$ cat src/rtl/systolic_array_sequencer.sv
// Loads A/B operand rows, clears the external systolic array, streams skewed rows/columns into it,
// then captures the accumulators into result and pulses done (3N+DRAIN_CYCLES edges after start).
module systolic_array_sequencer #(
  parameter int MATRIX_SIZE  = 4,
  parameter int DATA_SIZE    = 8,
  parameter int DRAIN_CYCLES = 2
) (
  input  logic                                            clk,
  input  logic                                            reset,
  input  logic                                            load_en,
  input  logic                                            load_sel,
  input  logic [$clog2(MATRIX_SIZE)-1:0]                  load_row,
  input  logic [MATRIX_SIZE-1:0][DATA_SIZE-1:0]           load_data,
  output logic                                            load_err,
  input  logic                                            start,
  output logic                                            busy,
  output logic                                            arr_reset,
  output logic [MATRIX_SIZE-1:0][DATA_SIZE-1:0]           arr_in_a,
  output logic [MATRIX_SIZE-1:0][DATA_SIZE-1:0]           arr_in_b,
  input  logic [MATRIX_SIZE*MATRIX_SIZE-1:0][DATA_SIZE-1:0] arr_out,
  output logic [MATRIX_SIZE*MATRIX_SIZE-1:0][DATA_SIZE-1:0] result,
  output logic                                            done
);

  localparam int N        = MATRIX_SIZE;
  localparam int FEED_MAX = 3 * N - 3;
  localparam int CNT_MAX  = (FEED_MAX > DRAIN_CYCLES) ? FEED_MAX : DRAIN_CYCLES;
  localparam int CW       = $clog2(CNT_MAX + 2);
  localparam logic [CW-1:0] FEED_LAST  = CW'(FEED_MAX);
  localparam logic [CW-1:0] DRAIN_LAST = CW'(DRAIN_CYCLES - 1);
  localparam bit ROW_POW2 = ((1 << $clog2(N)) == N);

  typedef enum logic [2:0] {
    S_IDLE,
    S_CLEAR,
    S_FEED,
    S_DRAIN,
    S_CAPTURE,
    S_DONE
  } state_t;

  state_t state, state_nxt;
  logic [CW-1:0] cnt;
  logic [CW-1:0] feed_t;
  logic [N-1:0][N-1:0][DATA_SIZE-1:0] buf_a;
  logic [N-1:0][N-1:0][DATA_SIZE-1:0] buf_b;
  logic [N-1:0][DATA_SIZE-1:0] feed_a_nxt;
  logic [N-1:0][DATA_SIZE-1:0] feed_b_nxt;
  logic load_ok;
  logic row_ok;
  logic load_wr;

  // State register
  always_ff @(posedge clk) begin
    if (reset) begin
      state <= S_IDLE;
    end else begin
      state <= state_nxt;
    end
  end

  // Next-state logic
  always_comb begin
    state_nxt = state;
    case (state)
      S_IDLE:    if (start) state_nxt = S_CLEAR;
      S_CLEAR:   state_nxt = S_FEED;
      S_FEED:    if (cnt == FEED_LAST) state_nxt = S_DRAIN;
      S_DRAIN:   if (cnt == '0) state_nxt = S_CAPTURE;
      S_CAPTURE: state_nxt = S_DONE;
      S_DONE:    state_nxt = S_IDLE;
      default:   state_nxt = S_IDLE;
    endcase
  end

  // Output logic
  always_comb begin
    busy      = (state != S_IDLE) && (state != S_DONE);
    done      = (state == S_DONE);
    arr_reset = reset || (state == S_CLEAR);
  end

  // cnt is the feed slot t in FEED and a down-counter in DRAIN
  always_ff @(posedge clk) begin
    if (reset) begin
      cnt <= '0;
    end else begin
      case (state)
        S_FEED:  cnt <= (cnt == FEED_LAST) ? DRAIN_LAST : cnt + 1'b1;
        S_DRAIN: cnt <= (cnt == '0) ? '0 : cnt - 1'b1;
        default: cnt <= '0;
      endcase
    end
  end

  // Feeds are computed for the slot being entered so they are valid in that slot's cycle
  always_comb begin
    feed_t     = (state == S_CLEAR) ? '0 : cnt + 1'b1;
    feed_a_nxt = '0;
    feed_b_nxt = '0;
    if (state_nxt == S_FEED) begin
      for (int i = 0; i < N; i++) begin
        for (int k = 0; k < N; k++) begin
          if (int'(feed_t) == i + k) begin
            feed_a_nxt[i] = buf_a[i][k];
            feed_b_nxt[i] = buf_b[k][i];
          end
        end
      end
    end
  end

  always_ff @(posedge clk) begin
    if (reset) begin
      arr_in_a <= '0;
      arr_in_b <= '0;
    end else begin
      arr_in_a <= feed_a_nxt;
      arr_in_b <= feed_b_nxt;
    end
  end

  // Operand row writes, accepted only while the array is not being driven
  always_comb begin
    load_ok = (state == S_IDLE) || (state == S_DONE);
    row_ok  = ROW_POW2 || (int'(load_row) < N);
    load_wr = load_en && load_ok && row_ok;
  end

  always_ff @(posedge clk) begin
    if (reset) begin
      buf_a    <= '0;
      buf_b    <= '0;
      load_err <= 1'b0;
    end else begin
      load_err <= load_en && !(load_ok && row_ok);
      if (load_wr) begin
        if (load_sel) begin
          buf_b[load_row] <= load_data;
        end else begin
          buf_a[load_row] <= load_data;
        end
      end
    end
  end

  always_ff @(posedge clk) begin
    if (reset) begin
      result <= '0;
    end else if (state == S_CAPTURE) begin
      result <= arr_out;
    end
  end

endmodule

$ cat config.mk
export PLATFORM = sky130hd
export DESIGN_NAME = systolic_array_sequencer
export DESIGN_NICKNAME = d
export VERILOG_FILES = /design/src/rtl/systolic_array_sequencer.sv
export SDC_FILE = /design/constraint.sdc
export NUM_CORES = 1
export LEC_CHECK = 0
export CORE_MARGIN = 2
export CORE_UTILIZATION = 63
export CTS_CLUSTER_DIAMETER = 80
export DETAILED_ROUTE_END_ITERATION = 12
export DONT_BUFFER_PORTS = 1
export PLACE_DENSITY_LB_ADDON = 0.05
export SETUP_SLACK_MARGIN = 0.15
export SYNTH_ARGS = -nofsm -noshare
export SYNTH_HDL_FRONTEND = slang
export SYNTH_SLANG_ARGS = --single-unit
$ cat constraint.sdc
create_clock -name clk -period 5.05 [get_ports clk]
set_input_delay 1.01 -clock clk [delete_from_list [all_inputs] [get_ports clk]]
set_output_delay 1.01 -clock clk [all_outputs]
set_load 0.02 [all_outputs]
==> impl_metrics.yaml, run 1 <==
routing:
  wl_met1_um: 21500
  met2WireLength_um: 26000
  wl_um: 55100
  num_vias: 15517
  antenna_left: 0
  top_layer: "met5"
  post_drt_wl_per_cell_um: 21.9
  firstDrtPassIters: 5
  route.detailed.drc: 0
  vias_per_cell: 6.16
  drt_iter0_drc: 1708
  wl_met3_um: 5300
synth:
  synth_fp_nets: 2434
  yosysWarnings: 0
  synthesis.area_sq_um: 17900
  yosysUniqueCellTypes: 54
  synthCells: 2264
  avgSynthCellArea_sq_um: 7.91
  synth-seq-cells: 456
  synthArstFlopShare: 0
  synth_edf_count: 0
  ys_seq_area_frac: 0.510
  ys.flop_type: "dfxtp_1"
timing:
  setup_viol: 0
  timing.final.crit_share: 0.710
  skew_ns: 0.0147
  setup-tns-final_ns: 0
  tightest_slew_ns: 1.55
  hold_viol: 0
  finalMaxSlewViolations: 70
  period_needed_ns: 3.58
  grt_setup_unrepaired: "false"
  relSlewSlack: -0.0319
  max_freq_ghz: 0.279
worst_setup_path:
  endpoint_kind: "flop"
  cpPeakStageDelay_ns: 1.18
  slowest_stage: "and3_1"
  criticalPathCategory: "flop to flop"
  reg2reg_to: "arr_in_b[12]"
  cp_top_family: "simple AND/OR/NAND/NOR gates"
  r2r-start: "cnt[1]"
  reg2regPathDepth: 6
  start_kind: "flop"
  cp_data_required_time_ns: 5.50
  cp.arrival_ns: 4.04
  path_cells: "inv_1 > ha_1 > and3_1 > buf_4 > a22oi_2 > a21oi_1"
  ff2ff_setup_slack_ns: 1.47
  path_max_fanout: 36
  crit_buf_inv: 2
finish:
  seqCellArea_sq_um: 9130
  final_cell_mix: "789 x nand2_1, 456 x dfxtp_1, 429 x a21oi_1"
  syn_to_final_growth_pct: 5.80
  fin_cells: 2519
  drive_gt1_frac: 0.0645
  fin_nets: 2277
  num-fill-cells: 2359
  multi_input_area_sq_um: 7640
  layout_commonest_cell: "nand2_1"
  final_area_sq_um: 18900
floorplanning:
  io_pins: 363
  die_h_um: 173
  coreArea_sq_um: 27900
  start_util: 0.642
  dieWidth_um: 173
  row_count: 61
  die_area_sq_um: 29800
placed_design:
  numPortBuffers: 0
  gp_congestion: 0.869
  placed_area_sq_um: 17500
  hpwlAfterDp_um: 34900
  place_inst: 2438
hold_path:
  hold_path_end: "buf_b[47]"
  hold_path_startpoint: "buf_b[47]"
  hp-class: "flop to flop"
  worst_hold_path.num_cells: 2
global_route:
  antenna_found_initial: 2
  grt_pass1_wl_um: 83700
  grt_use_total: 0.354
  grt-ovfl-total: 0
  grt_pass1_vias: 14256
  grt_max_degree: 392
outcome:
  status: "finished with violations"
  violations: "slew limit"
flow_run:
  maxCapViolations: 0
pwr:
  vdd_drop_max_mv: 0.269
  leakagePower_nw: 6.06
  powerDensity_nw_per_um2: 387
  fin_total_pwr_w: 0.00733
clock_network:
  clockBufferDepth: 3
  cts_max_level: 2
  clk_pin_slew_worst_paths_ns: 0.06
  cts-root-buf: "clkbuf_16"
  worstSkewPairLatency_ns: 0.54
  tritoncts: "yes"
  cts_setup_buffers: 0
  cts-resized-gates: 0
  clkSinkCount: 456
  ctsHoldBuffers: 0
  cts_buffers: 45
==> stage by stage <==
step	setup slack (ns)	hold slack (ns)	utilization
CTS	1.56	0.452	0.680
global route	1.29	0.466	0.680
finish	1.47	0.454	0.680
detailed placement	1.58	0.443	0.626
floorplan	2.46	0.433	-
global placement	1.70	0.438	0.626
==> synth_stat cells (3+ instances only) <==
master,count,area [sq um]
buf_2,58,290
clkbuf_1,121,454
buf_6,14,158
buf_4,34,255
nand3b_1,3,22.5
dfxtp_1,456,9130
o21ai_0,18,90.1
nor3_1,36,180
mux2_2,5,56.3
a221oi_1,12,105
nand4_1,17,106
a22oi_1,11,82.6
a32oi_1,21,184
or3b_1,3,26.3
ha_1,3,37.5
nand3_1,35,175
a22oi_2,16,200
nand2_1,791,2970
and3_1,16,100
nand2b_1,4,25.0
a2bb2oi_1,16,140
inv_1,6,22.5
or2_2,3,18.8
a211oi_1,16,120
a21o_1,3,22.5
nor2_1,43,161
and3b_1,3,26.3
nor2b_1,3,18.8
o22ai_1,12,75.1
a22o_1,27,236
a21oi_1,429,2150
==> per-layer routing <==
layer / track usage / vias to the layer above
li1: - / 7237
met1: 0.458 / 7384
met2: 0.573 / 768
met3: 0.0818 / 126
met4: 0.142 / 2
met5: 0 / -
==> state kept, by name, summed over array words and instances, names as in the netlist <==
| register | cells |
|---|---|
| buf_b | 128 |
| arr_in_a | 32 |
| load_err | 1 |
| state | 3 |
| result | 128 |
| arr_in_b | 32 |
| buf_a | 128 |
| cnt | 4 |
==> final cells by class <==
| type | count | share of cell area |
|---|---|---|
| Antenna cell | 1 | 0.000132 |
| Inverter | 6 | 0.00119 |
| Sequential cell | 456 | 0.482 |
| Timing Repair Buffer | 25 | 0.00991 |
| Multi-Input combinational cell | 1573 | 0.404 |
| Clock buffer | 72 | 0.0743 |
| Tap cell | 378 | 0.0250 |
| Clock inverter | 8 | 0.00383 |
==> where the power goes <==
part	leakage, nW	internal (W)	total (W)	switching, W
combinational	1.64	0.0000882	0.000297	0.000209
sequential	3.68	0.00365	0.00371	0.0000584
clock	0.737	0.00195	0.00331	0.00136
==> worst max-delay path by stage <==
stage          startpoint           end  depth (start not counted)
6_report           cnt[1]  arr_in_b[12]                          6
5_1_grt            cnt[1]  arr_in_b[12]                          6
4_1_cts            cnt[1]  arr_in_b[12]                          6
3_5_place_dp       cnt[1]  arr_in_b[12]                          6
3_3_place_gp       cnt[1]  arr_in_b[12]                          6
2_1_floorplan      cnt[0]  arr_in_a[27]                         11
==> tightest hold or removal path, cell delays in order (launching register included) <==
cell     delay [ns]
dfxtp_1        0.31
nand2_1        0.05
a21oi_1        0.05
==> logic make-up after synthesis <==
family                     count (synthesis)  synth area share
and+or+nand+nor                          970             0.221
buffers and inverters                    235            0.0663
muxes                                      6           0.00370
AOI/OAI and AO/OA                        590             0.194
adders and majority gates                  3           0.00210
xor gates and xnor gates                   4           0.00238
DFF                                      456             0.510
(Power assumes the default switching activity.)
==> inputs of run 2 (changes only) <==
CORE_UTILIZATION = 57   (was 63)
clock period = 2.9 ns   (was 5.05 ns; I/O delays follow)
==> run 2 against run 1 <==
  * The flow now finishes without violations
  * Via count is essentially flat
  * Worst hold slack lost 0.33 ns
  * Clock power grew 83%
  * Maximum frequency grew 39%
  * Wire length grew 2.9%
  * First-iteration DRC count shrank 0.41%
  * Total power grew 79%
==> impl_metrics.yaml, run 2 (synthesized netlist as in run 1, its figures left out) <==
worst_setup_path:
  reg2reg_to: "arr_in_a[25]"
  criticalPathCategory: "flop to flop"
  cp_data_required_time_ns: 3.35
  endpoint_kind: "flop"
  cp.arrival_ns: 3.02
  ff2ff_setup_slack_ns: 0.33
  r2r-start: "cnt[1]"
  path_max_fanout: 23
  start_kind: "flop"
  reg2regPathDepth: 7
routing:
  antenna_left: 0
  drt_iter0_drc: 1701
  vias_per_cell: 6.04
  post_drt_wl_per_cell_um: 22.1
  route.detailed.drc: 0
  num_vias: 15508
  wl_um: 56700
  firstDrtPassIters: 5
hold_path:
  worst_hold_path.num_cells: 1
  hold_path_startpoint: "reset"
  hp-class: "input port to flop"
  hold_path_end: "result[18]"
timing:
  finalMaxSlewViolations: 0
  skew_ns: 0.0191
  setup_viol: 0
  grt_setup_unrepaired: "false"
  timing.final.crit_share: 0.887
  setup-tns-final_ns: 0
  tightest_slew_ns: 0.799
  relSlewSlack: 0.466
  whs_ns: 0.120
  period_needed_ns: 2.57
  max_freq_ghz: 0.389
  hold_viol: 0
clock_network:
  clk_pin_slew_worst_paths_ns: 0.06
  cts_buffers: 45
  cts_max_level: 2
  ctsHoldBuffers: 0
  tritoncts: "yes"
  clockBufferDepth: 3
  worstSkewPairLatency_ns: 0.55
  cts-root-buf: "clkbuf_16"
  clkSinkCount: 456
floorplanning:
  dieWidth_um: 181
  coreArea_sq_um: 30700
  die_area_sq_um: 32800
  io_pins: 363
  die_h_um: 181
  start_util: 0.582
  row_count: 64
pwr:
  vdd_drop_max_mv: 0.570
  fin_total_pwr_w: 0.0131
  leakagePower_nw: 6.25
  powerDensity_nw_per_um2: 677
finish:
  fin_nets: 2307
  syn_to_final_growth_pct: 7.94
  layout_commonest_cell: "nand2_1"
  final_cell_mix: "789 x nand2_1, 456 x dfxtp_1, 429 x a21oi_1"
  drive_gt1_frac: 0.0765
  top_regs: "buf_a x128, buf_b x128, result x128"
  num-fill-cells: 2726
placed_design:
  hpwlAfterDp_um: 36100
  numPortBuffers: 0
  gp_congestion: 0.821
global_route:
  grt-ovfl-total: 0
  grt_pass1_wl_um: 86500
  grt_max_degree: 392
  antenna_found_initial: 1
  grt_pass1_vias: 14548
  grt_use_total: 0.336
flow_run:
  maxCapViolations: 0
outcome:
  status: "complete, no violations"
## run 2: layout make-up
cell class	instances	area, sq um	area share
clock inverter	13	196	0.0102
timing repair buffer	55	488	0.0253
clock buffer	68	1350	0.0696
tap	396	495	0.0256
sequential	456	9130	0.473
multi-input combinational	1573	7640	0.396
antenna	1	2.50	0.000130
inverter	6	22.5	0.00117
## run 2: worst max-delay path by stage
stage	cells past startpoint	slack [ns]	start	to
2_1_floorplan	11	0.31	cnt[0]	arr_in_a[27]
3_3_place_gp	7	0.47	cnt[1]	arr_in_a[24]
3_5_place_dp	7	0.40	cnt[1]	arr_in_a[25]
4_1_cts	3	0.21	state[0]	arr_reset
5_1_grt	7	0.22	cnt[1]	arr_in_a[25]
6_report	7	0.33	cnt[1]	arr_in_a[25]
## run 2: worst max-delay path, cell delays in order (launching register included)
cell and delay, ns:
dfxtp_1 0.48, inv_1 0.11, ha_1 0.36, buf_4 0.28, and3_1 0.65, buf_4 0.29, a2bb2oi_1 0.07, a211oi_1 0.25
## run 2: per-stage QoR
stage | util | area [sq um] | cells | worst slack, ns
finish | 0.628 | 19300 | 2568 | 0.327
global route | 0.628 | 19300 | 2568 | 0.218
CTS | 0.628 | 19300 | 2566 | 0.212
detailed placement | 0.578 | 17800 | 2485 | 0.397
global placement | 0.578 | 17800 | 2485 | 0.473
floorplan | - | 17900 | 2264 | 0.314
## run 2: power by group
part	internal, W	switching, W	total, W
Clock	0.00364	0.00241	0.00605
Sequential	0.00636	0.0000998	0.00646
Combinational	0.000185	0.000380	0.000565
## run 2: per-layer routing
| metal | share of wire | up-vias | GRT usage |
|---|---|---|---|
| met5 | 0 | - | 0 |
| met4 | 0.039 | 0 | 0.129 |
| met3 | 0.095 | 117 | 0.0726 |
| met2 | 0.47 | 744 | 0.543 |
| met1 | 0.40 | 7343 | 0.442 |
| li1 | - | 7304 | - |
## run 2: timing repair
action,in CTS,in global routing
setup buffers,0,1
gates resized for setup,0,1
setup endpoints to repair,0,16
hold endpoints to repair,0,0
